==> src/rtl/sample_framer_pkg.sv <==
`default_nettype none
// ============================================================================
// Module   : sample_framer_pkg
// Purpose  : Shared state encoding and width helpers for the sample framer.
// Revision : 1.0 - initial release
// ============================================================================
package sample_framer_pkg;

    // Framing state machine encoding
    typedef enum logic [1:0] {
        ST_IDLE   = 2'd0,
        ST_STREAM = 2'd1,
        ST_GAP    = 2'd2
    } state_e;

    // Width of the frame counter exposed when frame counting is built in
    localparam int FRAME_CNT_W = 16;

    // FIFO pointer width; DEPTH is a power of two so pointers wrap naturally
    function automatic int ptr_width(input int depth);
        return (depth <= 2) ? 1 : $clog2(depth);
    endfunction

    // FIFO occupancy width: one extra bit so a full FIFO is representable
    function automatic int cnt_width(input int depth);
        return ptr_width(depth) + 1;
    endfunction

    // Sample index width, counts 0..frame_len-1
    function automatic int idx_width(input int frame_len);
        return (frame_len <= 1) ? 1 : $clog2(frame_len);
    endfunction

    // Gap counter width, counts 0..gap_cycles-1 (kept at 1 bit when unused)
    function automatic int gap_width(input int gap_cycles);
        return (gap_cycles <= 1) ? 1 : $clog2(gap_cycles);
    endfunction

endpackage
`default_nettype wire

==> src/rtl/sync_fifo.sv <==
`default_nettype none
// ============================================================================
// Module   : sync_fifo
// Purpose  : Single-clock FIFO with registered pointers and occupancy count.
//            Head is shown combinationally; no write-through when full and
//            no bypass when empty.
// Revision : 1.0 - initial release
// ============================================================================
module sync_fifo
    import sample_framer_pkg::*;
#(
    parameter int DATA_WIDTH = 2,
    parameter int DEPTH      = 4
) (
    input  logic                  clk,
    input  logic                  rst,
    input  logic                  push_i,
    input  logic [DATA_WIDTH-1:0] wdata_i,
    input  logic                  pop_i,
    output logic                  full_o,
    output logic                  empty_o,
    output logic [DATA_WIDTH-1:0] head_o
);

    localparam int PTR_W = ptr_width(DEPTH);
    localparam int CNT_W = cnt_width(DEPTH);

    logic [DATA_WIDTH-1:0] mem_q [DEPTH];
    logic [PTR_W-1:0]      wr_ptr_q;
    logic [PTR_W-1:0]      rd_ptr_q;
    logic [CNT_W-1:0]      count_q;

    logic w_push;
    logic w_pop;

    assign full_o  = (count_q == CNT_W'(DEPTH));
    assign empty_o = (count_q == '0);
    assign head_o  = mem_q[rd_ptr_q];

    // A full FIFO refuses writes even when a pop happens in the same cycle
    assign w_push = push_i && !full_o;
    assign w_pop  = pop_i && !empty_o;

    // Storage array: data only, no reset needed
    always_ff @(posedge clk) begin
        if (w_push) begin
            mem_q[wr_ptr_q] <= wdata_i;
        end
    end

    // Pointer and occupancy bookkeeping
    always_ff @(posedge clk) begin
        if (rst) begin
            wr_ptr_q <= '0;
            rd_ptr_q <= '0;
            count_q  <= '0;
        end else begin
            if (w_push) begin
                wr_ptr_q <= wr_ptr_q + PTR_W'(1);
            end
            if (w_pop) begin
                rd_ptr_q <= rd_ptr_q + PTR_W'(1);
            end
            count_q <= count_q + CNT_W'(w_push) - CNT_W'(w_pop);
        end
    end

endmodule
`default_nettype wire

==> src/rtl/sample_framer.sv <==
`default_nettype none
// ============================================================================
// Module   : sample_framer
// Purpose  : Buffers a valid/ready sample stream and emits it in fixed-length
//            frames with sof/eof marks, an idle gap between frames and a
//            one-cycle frame_clr strobe after each frame.
//            Optional: define SAMPLE_FRAMER_FRAME_CNT_EN to add the 16-bit
//            frames_done counter output.
// Revision : 1.0 - initial release
// ============================================================================
module sample_framer
    import sample_framer_pkg::*;
#(
    parameter int DATA_WIDTH = 2,
    parameter int DEPTH      = 4,
    parameter int FRAME_LEN  = 4,
    parameter int GAP_CYCLES = 2
) (
    input  logic                  clk,
    input  logic                  rst,
    input  logic                  en,
    input  logic                  in_valid,
    input  logic [DATA_WIDTH-1:0] in_data,
    output logic                  in_ready,
    output logic                  out_valid,
    output logic [DATA_WIDTH-1:0] out_data,
    input  logic                  out_ready,
    output logic                  out_sof,
    output logic                  out_eof,
    output logic                  frame_clr
`ifdef SAMPLE_FRAMER_FRAME_CNT_EN
    ,
    output logic [FRAME_CNT_W-1:0] frames_done
`endif
);

    localparam int IDX_W = idx_width(FRAME_LEN);
    localparam int GAP_W = gap_width(GAP_CYCLES);
    localparam logic [IDX_W-1:0] IDX_LAST = IDX_W'(FRAME_LEN - 1);
    localparam logic [GAP_W-1:0] GAP_LAST = GAP_W'((GAP_CYCLES > 0) ? GAP_CYCLES - 1 : 0);

    state_e           state_q;
    logic [IDX_W-1:0] idx_q;
    logic [GAP_W-1:0] gap_q;
    logic             frame_clr_q;

    logic                  w_fifo_full;
    logic                  w_fifo_empty;
    logic [DATA_WIDTH-1:0] w_fifo_head;
    logic                  w_push;
    logic                  w_pop;
    logic                  w_idx_last;

    sync_fifo #(
        .DATA_WIDTH (DATA_WIDTH),
        .DEPTH      (DEPTH)
    ) u_fifo (
        .clk     (clk),
        .rst     (rst),
        .push_i  (w_push),
        .wdata_i (in_data),
        .pop_i   (w_pop),
        .full_o  (w_fifo_full),
        .empty_o (w_fifo_empty),
        .head_o  (w_fifo_head)
    );

    // Handshakes are masked while rst is high so nothing moves in that cycle
    assign in_ready   = !w_fifo_full && !rst;
    assign w_push     = in_valid && in_ready;
    assign out_valid  = (state_q == ST_STREAM) && !w_fifo_empty && !rst;
    assign out_data   = out_valid ? w_fifo_head : '0;
    assign w_idx_last = (idx_q == IDX_LAST);
    assign out_sof    = out_valid && (idx_q == '0);
    assign out_eof    = out_valid && w_idx_last;
    assign w_pop      = out_valid && out_ready;
    assign frame_clr  = frame_clr_q;

    // Framing FSM: sample index, gap timing and the post-frame clear strobe.
    // en is only looked at in IDLE and at frame/gap end.
    always_ff @(posedge clk) begin
        if (rst) begin
            state_q     <= ST_IDLE;
            idx_q       <= '0;
            gap_q       <= '0;
            frame_clr_q <= 1'b0;
        end else begin
            frame_clr_q <= 1'b0;
            case (state_q)
                ST_IDLE: begin
                    if (en) begin
                        state_q <= ST_STREAM;
                    end
                end
                ST_STREAM: begin
                    if (w_pop) begin
                        if (w_idx_last) begin
                            idx_q       <= '0;
                            frame_clr_q <= 1'b1;
                            if (GAP_CYCLES > 0) begin
                                gap_q   <= '0;
                                state_q <= ST_GAP;
                            end else begin
                                state_q <= en ? ST_STREAM : ST_IDLE;
                            end
                        end else begin
                            idx_q <= idx_q + IDX_W'(1);
                        end
                    end
                end
                ST_GAP: begin
                    if (gap_q == GAP_LAST) begin
                        gap_q   <= '0;
                        state_q <= en ? ST_STREAM : ST_IDLE;
                    end else begin
                        gap_q <= gap_q + GAP_W'(1);
                    end
                end
                default: begin
                    state_q <= ST_IDLE;
                end
            endcase
        end
    end

`ifdef SAMPLE_FRAMER_FRAME_CNT_EN
    logic [FRAME_CNT_W-1:0] frames_done_q;

    assign frames_done = frames_done_q;

    // Completed-frame counter, wraps naturally at its width
    always_ff @(posedge clk) begin
        if (rst) begin
            frames_done_q <= '0;
        end else if (w_pop && w_idx_last) begin
            frames_done_q <= frames_done_q + FRAME_CNT_W'(1);
        end
    end
`endif

endmodule
`default_nettype wire

==> config.mk <==
export PLATFORM = sky130hd
export DESIGN_NAME = sample_framer
export DESIGN_NICKNAME = d
export VERILOG_FILES = /design/src/rtl/sample_framer_pkg.sv /design/src/rtl/sync_fifo.sv /design/src/rtl/sample_framer.sv
export SDC_FILE = /design/constraint.sdc
export NUM_CORES = 1
export LEC_CHECK = 0
export ABC_AREA = 1
export ABC_CLOCK_PERIOD_IN_PS = 2100
export CAP_MARGIN = 20
export CORE_ASPECT_RATIO = 1.1
export CORE_MARGIN = 2
export CORE_UTILIZATION = 49
export CTS_CLUSTER_DIAMETER = 50
export DETAILED_ROUTE_END_ITERATION = 6
export GPL_TIMING_DRIVEN = 1
export PLACE_DENSITY_LB_ADDON = 0.25
export SYNTH_ARGS = -nofsm -noshare
export SYNTH_HDL_FRONTEND = slang
export SYNTH_HIERARCHICAL = 1
export SYNTH_SLANG_ARGS = --single-unit
==> constraint.sdc <==
create_clock -name clk -period 2.1 [get_ports clk]
set_input_delay 0.42 -clock clk [delete_from_list [all_inputs] [get_ports clk]]
set_output_delay 0.42 -clock clk [all_outputs]
set_load 0.02 [all_outputs]
Word-level counts from Yosys, hierarchy flattened

Memory sizes are Yosys's and may differ from the RTL's. A register that Yosys moved wholly into a read port is not among the register bits.
Cells that the tools add are included.

$add $sub $neg: 6
Multipliers: 0
Divide/modulo/power cells: 0
Magnitude comparators: 0
Equality and inequality tests: 8
Shifts and indexed selects: 0
Multiplexer cells: 17
Bitwise logic cells: 2
Reductions and logical operators: 20

Operators with widths:

| kind                | count |
|---|---|
| $mux 2              | 8 |
| $logic_and 1x1->1   | 9 |
| $mux 1              | 7 |
| $add 2x1->2 const B | 3 |
| $ne 2x2->1 const B  | 3 |
| $pmux 2 s3          | 1 |
| $eq 2x2->1 const B  | 2 |
| $logic_not 2->1     | 2 |
| $reduce_and 4->1    | 1 |
| $add 3x1->3         | 1 |
| $eq 3x3->1 const B  | 1 |
| $logic_not 1->1     | 3 |
| $logic_not 3->1     | 1 |
| $reduce_and 3->1    | 1 |
| $reduce_or 3->1     | 1 |
| $sub 3x1->3         | 1 |
| $eq 2x1->1 const B  | 1 |
| $ne 2x1->1 const B  | 1 |
| $not 1->1           | 2 |
| $pmux 1 s2          | 1 |
| $reduce_and 2->1    | 1 |
| $reduce_bool 2->1   | 1 |
| $add 1x1->1 const B | 1 |

Register bits after elaboration: 13
Bits in latches: 0
Memory bits (writable): 8
Memory bits (read-only): 0
Bits of input ports: 7
Output and inout port bits: 7
Memories kept: 1

Memory list:

| name         | depth | width | read ports | clocked after Yosys merged registers in | wr ports | line            | source |
|---|---|---|---|---|---|---|---|
| u_fifo.mem_q | 4     | 2     | 1          | 1                                       | 1        | sync_fifo.sv:28 | `logic [DATA_WIDTH-1:0] mem_q [DEPTH];` |

Logic depth before layout (Yosys ltp)

Gate-level depths: netlist of the first run.

Depth in word-level cells: 8
Depth in mapped cells: 17
Depth with buffers taken out: 17

By module

The synthesis of the first run kept the hierarchy.

By module, submodules not included:

| module        | instances | cells each | area an instance (um^2) | sequential area each (um^2) |
|---|---|---|---|---|
| sync_fifo     | 1         | 90         | 799.5                   | 420.4 |
| sample_framer | 1         | 57         | 390.4                   | 120.1 |

Least setup slack after synthesis of the first run

OpenSTA, ideal clock, no wires.

Kind: reg-to-reg
From: register u_fifo.count_q[1]
To: register u_fifo.count_q[2]
Library setup time: 0.117 ns
Arrival: 2.212 ns
Data required time: 1.983 ns
Path slack: -0.229 ns
Stages on the path, launching flop included: 18
Buffers on the path: 0
Period minus slack after synthesis: 2.329 ns
Cells stage by stage: dfxtp_1 > nor2_4 > nand2_2 > inv_1 > nor2_4 > nand2_4 > inv_4 > nand2_4 > inv_1 > inv_1 > nor2_1 > ha_1 > inv_1 > ha_1 > inv_1 > fa_1 > o21ai_0 > nor2_1

Cells in the longest elaborated chain, start to end: 7
Elaborated cells between the ends (all ways): 13

RTL lines:

| element                        | line                | source |
|---|---|---|
| start, declared                | sync_fifo.sv:31     | `logic [CNT_W-1:0] count_q;` |
| start signal, assigned         | sync_fifo.sv:64     | `count_q <= count_q + CNT_W'(w_push) - CNT_W'(w_pop);` |
| $logic_not 3->1                | sync_fifo.sv:37     | `assign empty_o = (count_q == '0);` |
| named net w_fifo_empty         | sample_framer.sv:48 | `logic w_fifo_empty;` |
| $logic_not 1->1                | sample_framer.sv:71 | `assign out_valid = (state_q == ST_STREAM) && !w_fifo_empty && !rst;` |
| $logic_and 1x1->1 (2 in a row) | sample_framer.sv:71 |  |
| named net out_valid            | sample_framer.sv:25 | `output logic out_valid,` |
| $logic_and 1x1->1              | sample_framer.sv:76 | `assign w_pop = out_valid && out_ready;` |
| named net w_pop                | sample_framer.sv:51 | `logic w_pop;` |
| $logic_and 1x1->1              | sync_fifo.sv:42     | `assign w_pop = pop_i && !empty_o;` |
| named net u_fifo.w_pop         | sync_fifo.sv:34     | `logic w_pop;` |
| $sub 3x1->3                    | sync_fifo.sv:64     |  |

The timed path passes the listed nets, and every way through them passes these cells.
A chain may end at the register's enable or synchronous reset.

Worst setup path after layout of the first run

From: register u_fifo.count_q[0]
To: register u_fifo.count_q[1]

Cells in the longest elaborated chain, start to end: 7
Elaborated cells between the ends (all ways): 13

RTL lines:

| element                        | line |
|---|---|
| $logic_not 3->1                | sync_fifo.sv:37 |
| named net w_fifo_empty         | sample_framer.sv:48 |
| $logic_not 1->1                | sample_framer.sv:71 |
| $logic_and 1x1->1 (2 in a row) | sample_framer.sv:71 |
| $logic_and 1x1->1              | sample_framer.sv:76 |
| named net w_pop                | sample_framer.sv:51 |
| $logic_and 1x1->1              | sync_fifo.sv:42 |
| named net u_fifo.w_pop         | sync_fifo.sv:34 |
| $sub 3x1->3                    | sync_fifo.sv:64 |

The timed path passes the listed nets, and every way through them passes these cells.

==> results.md, run 1 <==
* Min-Delay Path Class: reg -> reg
* Post-synthesis sequential area ratio at 45.4%
* Worst Path Required at 2.32 ns
* Layout cells sized above 1 at 21.3%
* Dpl hpwl at 1590 um
* Max Slew Vio Count at 0
* Global-route wire length before repair at 3700 um
* Kind of start point of the critical path: flop
* FP Rows at 18
* Clock latency on the worst-skew pair at 0.30 ns
* Pwr dens at 601 mW/mm^2
* Reg2reg start: u_fifo/count_q[0]
* Placer congestion estimate at 0.749
* Reg clk slew, reported paths at 0.12 ns
* Die ar. at 0.00284 mm^2
* Synth cell types at 19
* Syn_area_per_cell at 8.09 um^2
* NumNets Final at 195
* Ports at 14
* Async set-reset flop share out of synthesis at 0%
* Post-Layout Cell Count at 208
* Capture point of the critical path: u_fifo/count_q[1]
* Final Instance Area at 0.00150 mm^2
* First-pass iteration count of the detailed router at 4
* R2r setup slk at 0.002 ns
* Worst IR Drop VDD at 0.000418 V
* Tmin final at 2.10 ns
* Sequential cell area at 547 um^2
* H-tree depth at 1
* CP Cell Sequence: nor2_4, nand2_2, inv_2, nor2_4, nand2_4, inv_6, nand2_4, inv_2, inv_1, nor2_2, ha_1, inv_1, ha_1, inv_1, fa_2, nor2_1
* Clock Skew at 0.00244 ns
* Root buffer cell: clkbuf_4
* Most frequent cells in the layout: 34 x inv_1, 22 x nor2_1, 16 x nand2_1
* Worst setup EP type: flop
* Port bufs at 13
* Die Span Y at 55.7 um
* Worst path arrival time at 2.31 ns
* Multi-input gate area at 509 um^2
* Crit path depth at 16
* DIE WIDTH at 51.0 um
* Clock group share of total power at 22.1%
* R2r worst-path depth at 16
* RSZ-0062 raised after global routing: true
* Post-Syn Area at 0.00119 mm^2
* Vias in the first global route at 920
* CP Max Fanout at 2
* Synthesized instance count at 147
* Max Cap Viol at 0
* DP Cell Count at 202
* CP delay by family, top: adder cells
* Sequential share of power at 55.2%
* Max incr delay on CP at 0.51 ns
* TritonCTS Buffers at 3
* Yosys warning total at 6
* Worst Tran Pin Value at 0.313 ns
* Clock net sink count at 23
* Filler instances at 205
* Most used cell, CP: inv_1
* Final Routed Wirelength at 2010 um
* Drt drc at 0
* Internal Power at 646 uW
* NetSw at 252 uW
* Post-synth EDFFs at 8
* Pwr Total at 898 uW
* WS Path Type: reg -> reg
* Final hold viol count at 0
* Status: completed
* Synth Register Bits at 23
* Worst path slowest cell: fa_2
* Rel. slew slack at 79.1%
* CTS tree: yes
* Via count of the routed design at 962
* Via density at 4.63
* Grt total ovfl at 0
* 1st-iter DRT viols at 14
* GRT Util Overall at 17.0%
* Max Freq at 0.477 GHz
* Worst Path Buf+Inv at 6
* Combinational Power Share at 22.7%
* Initial antenna violation count at 0
* Antenna diodes at 0
* Commonest non-fill, non-tap cell in the layout: inv_1
* Buffer levels on the longest clock path at 2
* Largest net degree at the start of global routing at 14
* Fin crit share at 99.9%
* Leak Pwr at 0.722 nW
* Setup Total Neg Slack at 0 ns
* Routed length per placed instance at 9.67 um
* Area after DPL at 0.00146 mm^2
* Area growth, synth to finish at 25.7%
* Reg-to-Reg End: u_fifo/count_q[1]
* ANT nets after route at 0
* Initial core utilization at 52.3%
* Final setup violation count at 0
* Switching Fraction at 28.1%
* Post-synth net total at 163
* Ys flop type: dfxtp_1
* Beginning of the critical path: u_fifo/count_q[0]
* Core area at 0.00227 mm^2
==> registers in the layout, indices dropped and copies added, names as in the netlist, named ones only <==
name / flops
u_fifo/rd_ptr_q: 2
frame_clr: 1
u_fifo/mem_q: 8
state_q: 2
idx_q: 2
u_fifo/count_q: 3
gap_q: 1
u_fifo/wr_ptr_q: 2
==> metrics by stage <==
step | utilization, % | hold WS (ns) | setup slack [ns]
after detailed placement | 64.1 | 0.469 | -0.421
after CTS | 65.3 | 0.488 | -0.0160
final | 65.7 | 0.485 | 0.00234
after global routing | 65.7 | 0.529 | -0.114
after global placement | 64.1 | 0.461 | -0.356
after floorplan | - | 0.448 | -0.0416
==> layer usage <==
| layer | vias up | routed length [um] | global-route usage [%] |
|---|---|---|---|
| met5 | - | 0 | 0 |
| met4 | 0 | 20 | 6.95 |
| met3 | 2 | 36 | 2.42 |
| met2 | 8 | 1020 | 28.9 |
| met1 | 440 | 933 | 21.2 |
| li1 | 512 | - | - |
==> Yosys cell counts, types with 3 or more instances <==
cell	n	area [um^2]
dfxtp_1	15	300
inv_1	37	139
a21oi_1	8	40.0
nor2_4	3	33.8
nand3_1	6	30.0
o21ai_0	8	40.0
nand2_2	4	25.0
ha_1	8	100
nor2_1	23	86.3
nand2_1	16	60.1
edfxtp_1	8	240
==> final cells by class <==
cell class,instances,area share (%)
multi-input cells,86,34.1
clock buffers,3,1.51
clock inverters,1,0.335
inverters,38,9.87
repair buffers,27,15.1
well taps,30,2.51
flip-flops and latches,23,36.6
==> cells by family after synthesis <==
family	Yosys count	share of synthesized area [%]
AND/OR/NAND/NOR	58	23.9
flip-flops	23	45.4
adder cells (fa/ha/maj)	9	10.1
buffers and inverters	38	12.2
AO/OA/AOI/OAI	19	8.41
==> worst min path at each step <==
stage	end	depth (start not counted)	startpoint
2_1_floorplan	flop	2	u_fifo/rd_ptr_q[0]
6_report	idx_q[1]	2	idx_q[1]
3_3_place_gp	idx_q[1]	2	idx_q[1]
3_5_place_dp	idx_q[1]	2	idx_q[1]
4_1_cts	idx_q[1]	2	idx_q[1]
5_1_grt	u_fifo/rd_ptr_q[0]	2	u_fifo/rd_ptr_q[0]
==> worst register-to-register path: cells and delay by family, from the launching register on <==
family,cells,cell delay [ns]
adders and majority gates,3,0.91
buffers and inverters,6,0.31
DFF,1,0.36
and+or+nand+nor,7,0.43
==> power by group through the flow <==
stage / Clock (mW) / Combinational [mW] / Sequential (mW)
6_report: 0.199 / 0.204 / 0.496
5_1_grt: 0.228 / 0.230 / 0.498
4_1_cts: 0.208 / 0.196 / 0.495
3_5_place_dp: 0 / 0.194 / 0.505
3_3_place_gp: 0 / 0.187 / 0.504
2_1_floorplan: 0 / 0.117 / 0.503
==> repair_timing <==
| item | in CTS | in global routing |
|---|---|---|
| setup buffers | 1 | 1 |
| resized for setup | 9 | 7 |
| hold buffers | 0 | 0 |
| endpoints found under the setup margin | 8 | 6 |
| pin swaps | 2 | 5 |
| cloned | 0 | 0 |
Note: power is estimated with default switching activity, not from simulation.
==> run 2: changes to the inputs <==
- CORE_ASPECT_RATIO: 1.1 -> unset
==> run 2 against run 1 <==
  * Sequential cell count unchanged
  * Clock power up 2%
  * Via count up 1.9%
  * Largest cell class unchanged
  * Largest power group unchanged
  * Highest routed layer unchanged
==> results.md, run 2 (synthesis results as in run 1) <==
* Status: completed
* FP Rows at 17 (-1)
* ANT nets after route at 0 (unchanged)
* Largest net degree at the start of global routing at 14 (unchanged)
* Dpl hpwl at 1680 um (+5.6%)
* Max reg flops at 8 (unchanged)
* TritonCTS Buffers at 3 (unchanged)
* Max Freq at 0.477 GHz (about the same)
* Drt drc at 0 (unchanged)
* Buffer levels on the longest clock path at 2 (unchanged)
* Max incr delay on CP at 0.51 ns (about the same)
* R2r worst-path depth at 16 (unchanged)
* WS Path Type: reg -> reg
* Clock net sink count at 23 (unchanged)
* Tmin final at 2.10 ns (-0.000890 ns)
* Routed length per placed instance at 10.2 um (+5.0%)
* GRT Util Overall at 18.1% (+1.1 points)
* Min-Delay Path Class: reg -> reg
* Max Cap Viol at 0 (unchanged)
* Die Span Y at 53.3 um (-4.3%)
* H-tree depth at 1 (unchanged)
* Final Instance Area at 0.00149 mm^2 (-0.50%)
* Grt total ovfl at 0 (unchanged)
* Global-route wire length before repair at 3590 um (-2.8%)
* Via count of the routed design at 980 (+1.9%)
* Worst Tran Pin Value at 0.235 ns (-0.0777 ns)
* Regs by FF count: u_fifo/mem_q: 8 flops, u_fifo/count_q: 3 flops
* Ports at 14 (unchanged)
* Crit path depth at 16 (unchanged)
* Worst path slowest cell: fa_2
* Post-Layout Cell Count at 205 (-1.4%)
* Die ar. at 0.00284 mm^2 (about the same)
* Final setup violation count at 0 (unchanged)
* CP delay by family, top: adder cells
* CP Cell Sequence: nor2_4, nand2_2, inv_2, nor2_4, nand2_4, inv_6, nand2_4, inv_2, inv_1, nor2_1, ha_1, inv_1, ha_1, inv_1, fa_2, nor2_1
* Area after DPL at 0.00145 mm^2 (-0.69%)
* Core area at 0.00225 mm^2 (-0.88%)
* Vias in the first global route at 919 (-0.11%)
* Max Slew Vio Count at 0 (unchanged)
* Worst Path Required at 2.32 ns (about the same)
* Final Routed Wirelength at 2080 um (+3.5%)
* Setup Slack @ Placement at -0.408 ns (+0.0128 ns)
* Clock Skew at 0.00146 ns (-0.000981 ns)
* Reg clk slew, reported paths at 0.12 ns (about the same)
* Port bufs at 13 (unchanged)
* CP Max Fanout at 2 (unchanged)
* Antenna diodes at 0 (unchanged)
* Worst hold slack at 0.497 ns (+0.0119 ns)
* CTS Hold Bufs at 0 (unchanged)
* Beginning of the critical path: u_fifo/count_q[1]
* Area growth, synth to finish at 25.0%
* Most frequent cells in the layout: 34 x inv_1, 23 x nor2_1, 16 x nand2_1
* Commonest non-fill, non-tap cell in the layout: inv_1
* DIE WIDTH at 53.3 um (+4.5%)
* DP Cell Count at 199 (-1.5%)
* Via density at 4.78 (+3.4%)
* Worst IR Drop VDD at 0.000406 V (-3.0%)
* Worst path arrival time at 2.32 ns (about the same)
* Pwr Total at 899 uW (about the same)
* Most used cell, CP: inv_1
* Initial core utilization at 52.8% (+0.46 points)
* 1st-iter DRT viols at 18 (+4)
* Leak Pwr at 0.719 nW (-0.48%)
* Final hold viol count at 0 (unchanged)
* First-pass iteration count of the detailed router at 4 (unchanged)
* Root buffer cell: clkbuf_4
* RSZ-0062 raised after global routing: true
* Reg2reg start: u_fifo/count_q[1]
* Placer congestion estimate at 0.703 (-6.1%)
* Fin worst setup slack at 0.00323 ns (+0.000890 ns)
* Worst setup EP type: flop
* Layout cells sized above 1 at 19.8% (-1.6 points)
* Largest Register: u_fifo/mem_q
* Fin crit share at 99.8% (about the same)
* Clock latency on the worst-skew pair at 0.31 ns (about the same)
* Initial antenna violation count at 0 (unchanged)
* Worst Path Buf+Inv at 6 (unchanged)
* R2r setup slk at 0.003 ns (about the same)
* Capture point of the critical path: u_fifo/count_q[1]
* NumNets Final at 194 (-0.51%)
* Kind of start point of the critical path: flop
* Reg-to-Reg End: u_fifo/count_q[1]
* Rel. slew slack at 84.3% (+5.2 points)
* Pwr dens at 604 mW/mm^2 (+0.55%)
* CTS tree: yes
==> run 2: changes by cell type in the layout (fill, tap and decap cells not counted) <==
| cell | before | now |
|---|---|---|
| nor2_2 | 2 | 1 |
| nor2_1 | 22 | 23 |
| buf_4 | 14 | 13 |
| clkdlybuf4s15_1 | 3 | 4 |
| clkbuf_2 | 1 | 0 |
==> run 2: layout make-up <==
type | instances | area, um^2
fill | 217 | 767
inverter | 38 | 148
tap | 28 | 35.0
clock buffer | 3 | 22.5
multi-input combinational | 86 | 507
clock inverter | 1 | 5.00
timing repair buffer | 26 | 224
sequential | 23 | 547
==> run 2: worst min-delay path by stage <==
stage | slack (ns) | endpoint | depth (start not counted) | from
6_report | 0.50 | idx_q[1] | 2 | idx_q[1]
5_1_grt | 0.52 | idx_q[1] | 2 | idx_q[1]
4_1_cts | 0.50 | idx_q[1] | 2 | idx_q[1]
3_5_place_dp | 0.48 | idx_q[1] | 2 | idx_q[1]
3_3_place_gp | 0.46 | u_fifo/rd_ptr_q[0] | 2 | u_fifo/rd_ptr_q[0]
2_1_floorplan | 0.45 | flop | 2 | u_fifo/rd_ptr_q[0]
==> run 2: report_power, final <==
group / switching [mW] / internal, mW / leakage, nW
logic: 0.109 / 0.0909 / 0.505
registers: 0.0141 / 0.481 / 0.196
clock network: 0.132 / 0.0713 / 0.0177
total: 0.255 / 0.643 / 0.719
==> run 2: repair_timing <==
item / 4_1_cts / 5_1_grt
resized for setup: 11 / 3
setup buffers: 0 / 2
hold endpoints to repair: 0 / 0
endpoints found under the setup margin: 8 / 4
==> run 2: metal layers <==
| layer | wire (um) | up-vias | GRT usage, % |
|---|---|---|---|
| met3 | 82 | 7 | 2.54 |
| met4 | 57 | 0 | 11.5 |
| met1 | 888 | 444 | 19.2 |
| met5 | 0 | - | 0 |
| met2 | 1050 | 16 | 32.9 |
| li1 | - | 513 | - |
==> run 2: metrics by stage <==
step	utilization, %	setup TNS [ns]
detailed placement	64.2	-2.22
global route	66.0	-0.254
CTS	65.3	0
floorplan	-	-0.0416
global placement	64.2	-1.97
finish	66.0	0
==> run 2: worst register-to-register path: stages, from the launching register on <==
cell,delay [ns]
dfxtp_4,0.38
nor2_4,0.04
nand2_2,0.08
inv_2,0.05
nor2_4,0.11
nand2_4,0.07
inv_6,0.06
nand2_4,0.04
inv_2,0.05
inv_1,0.03
nor2_1,0.08
ha_1,0.23
inv_1,0.06
ha_1,0.13
inv_1,0.05
fa_2,0.51
nor2_1,0.04
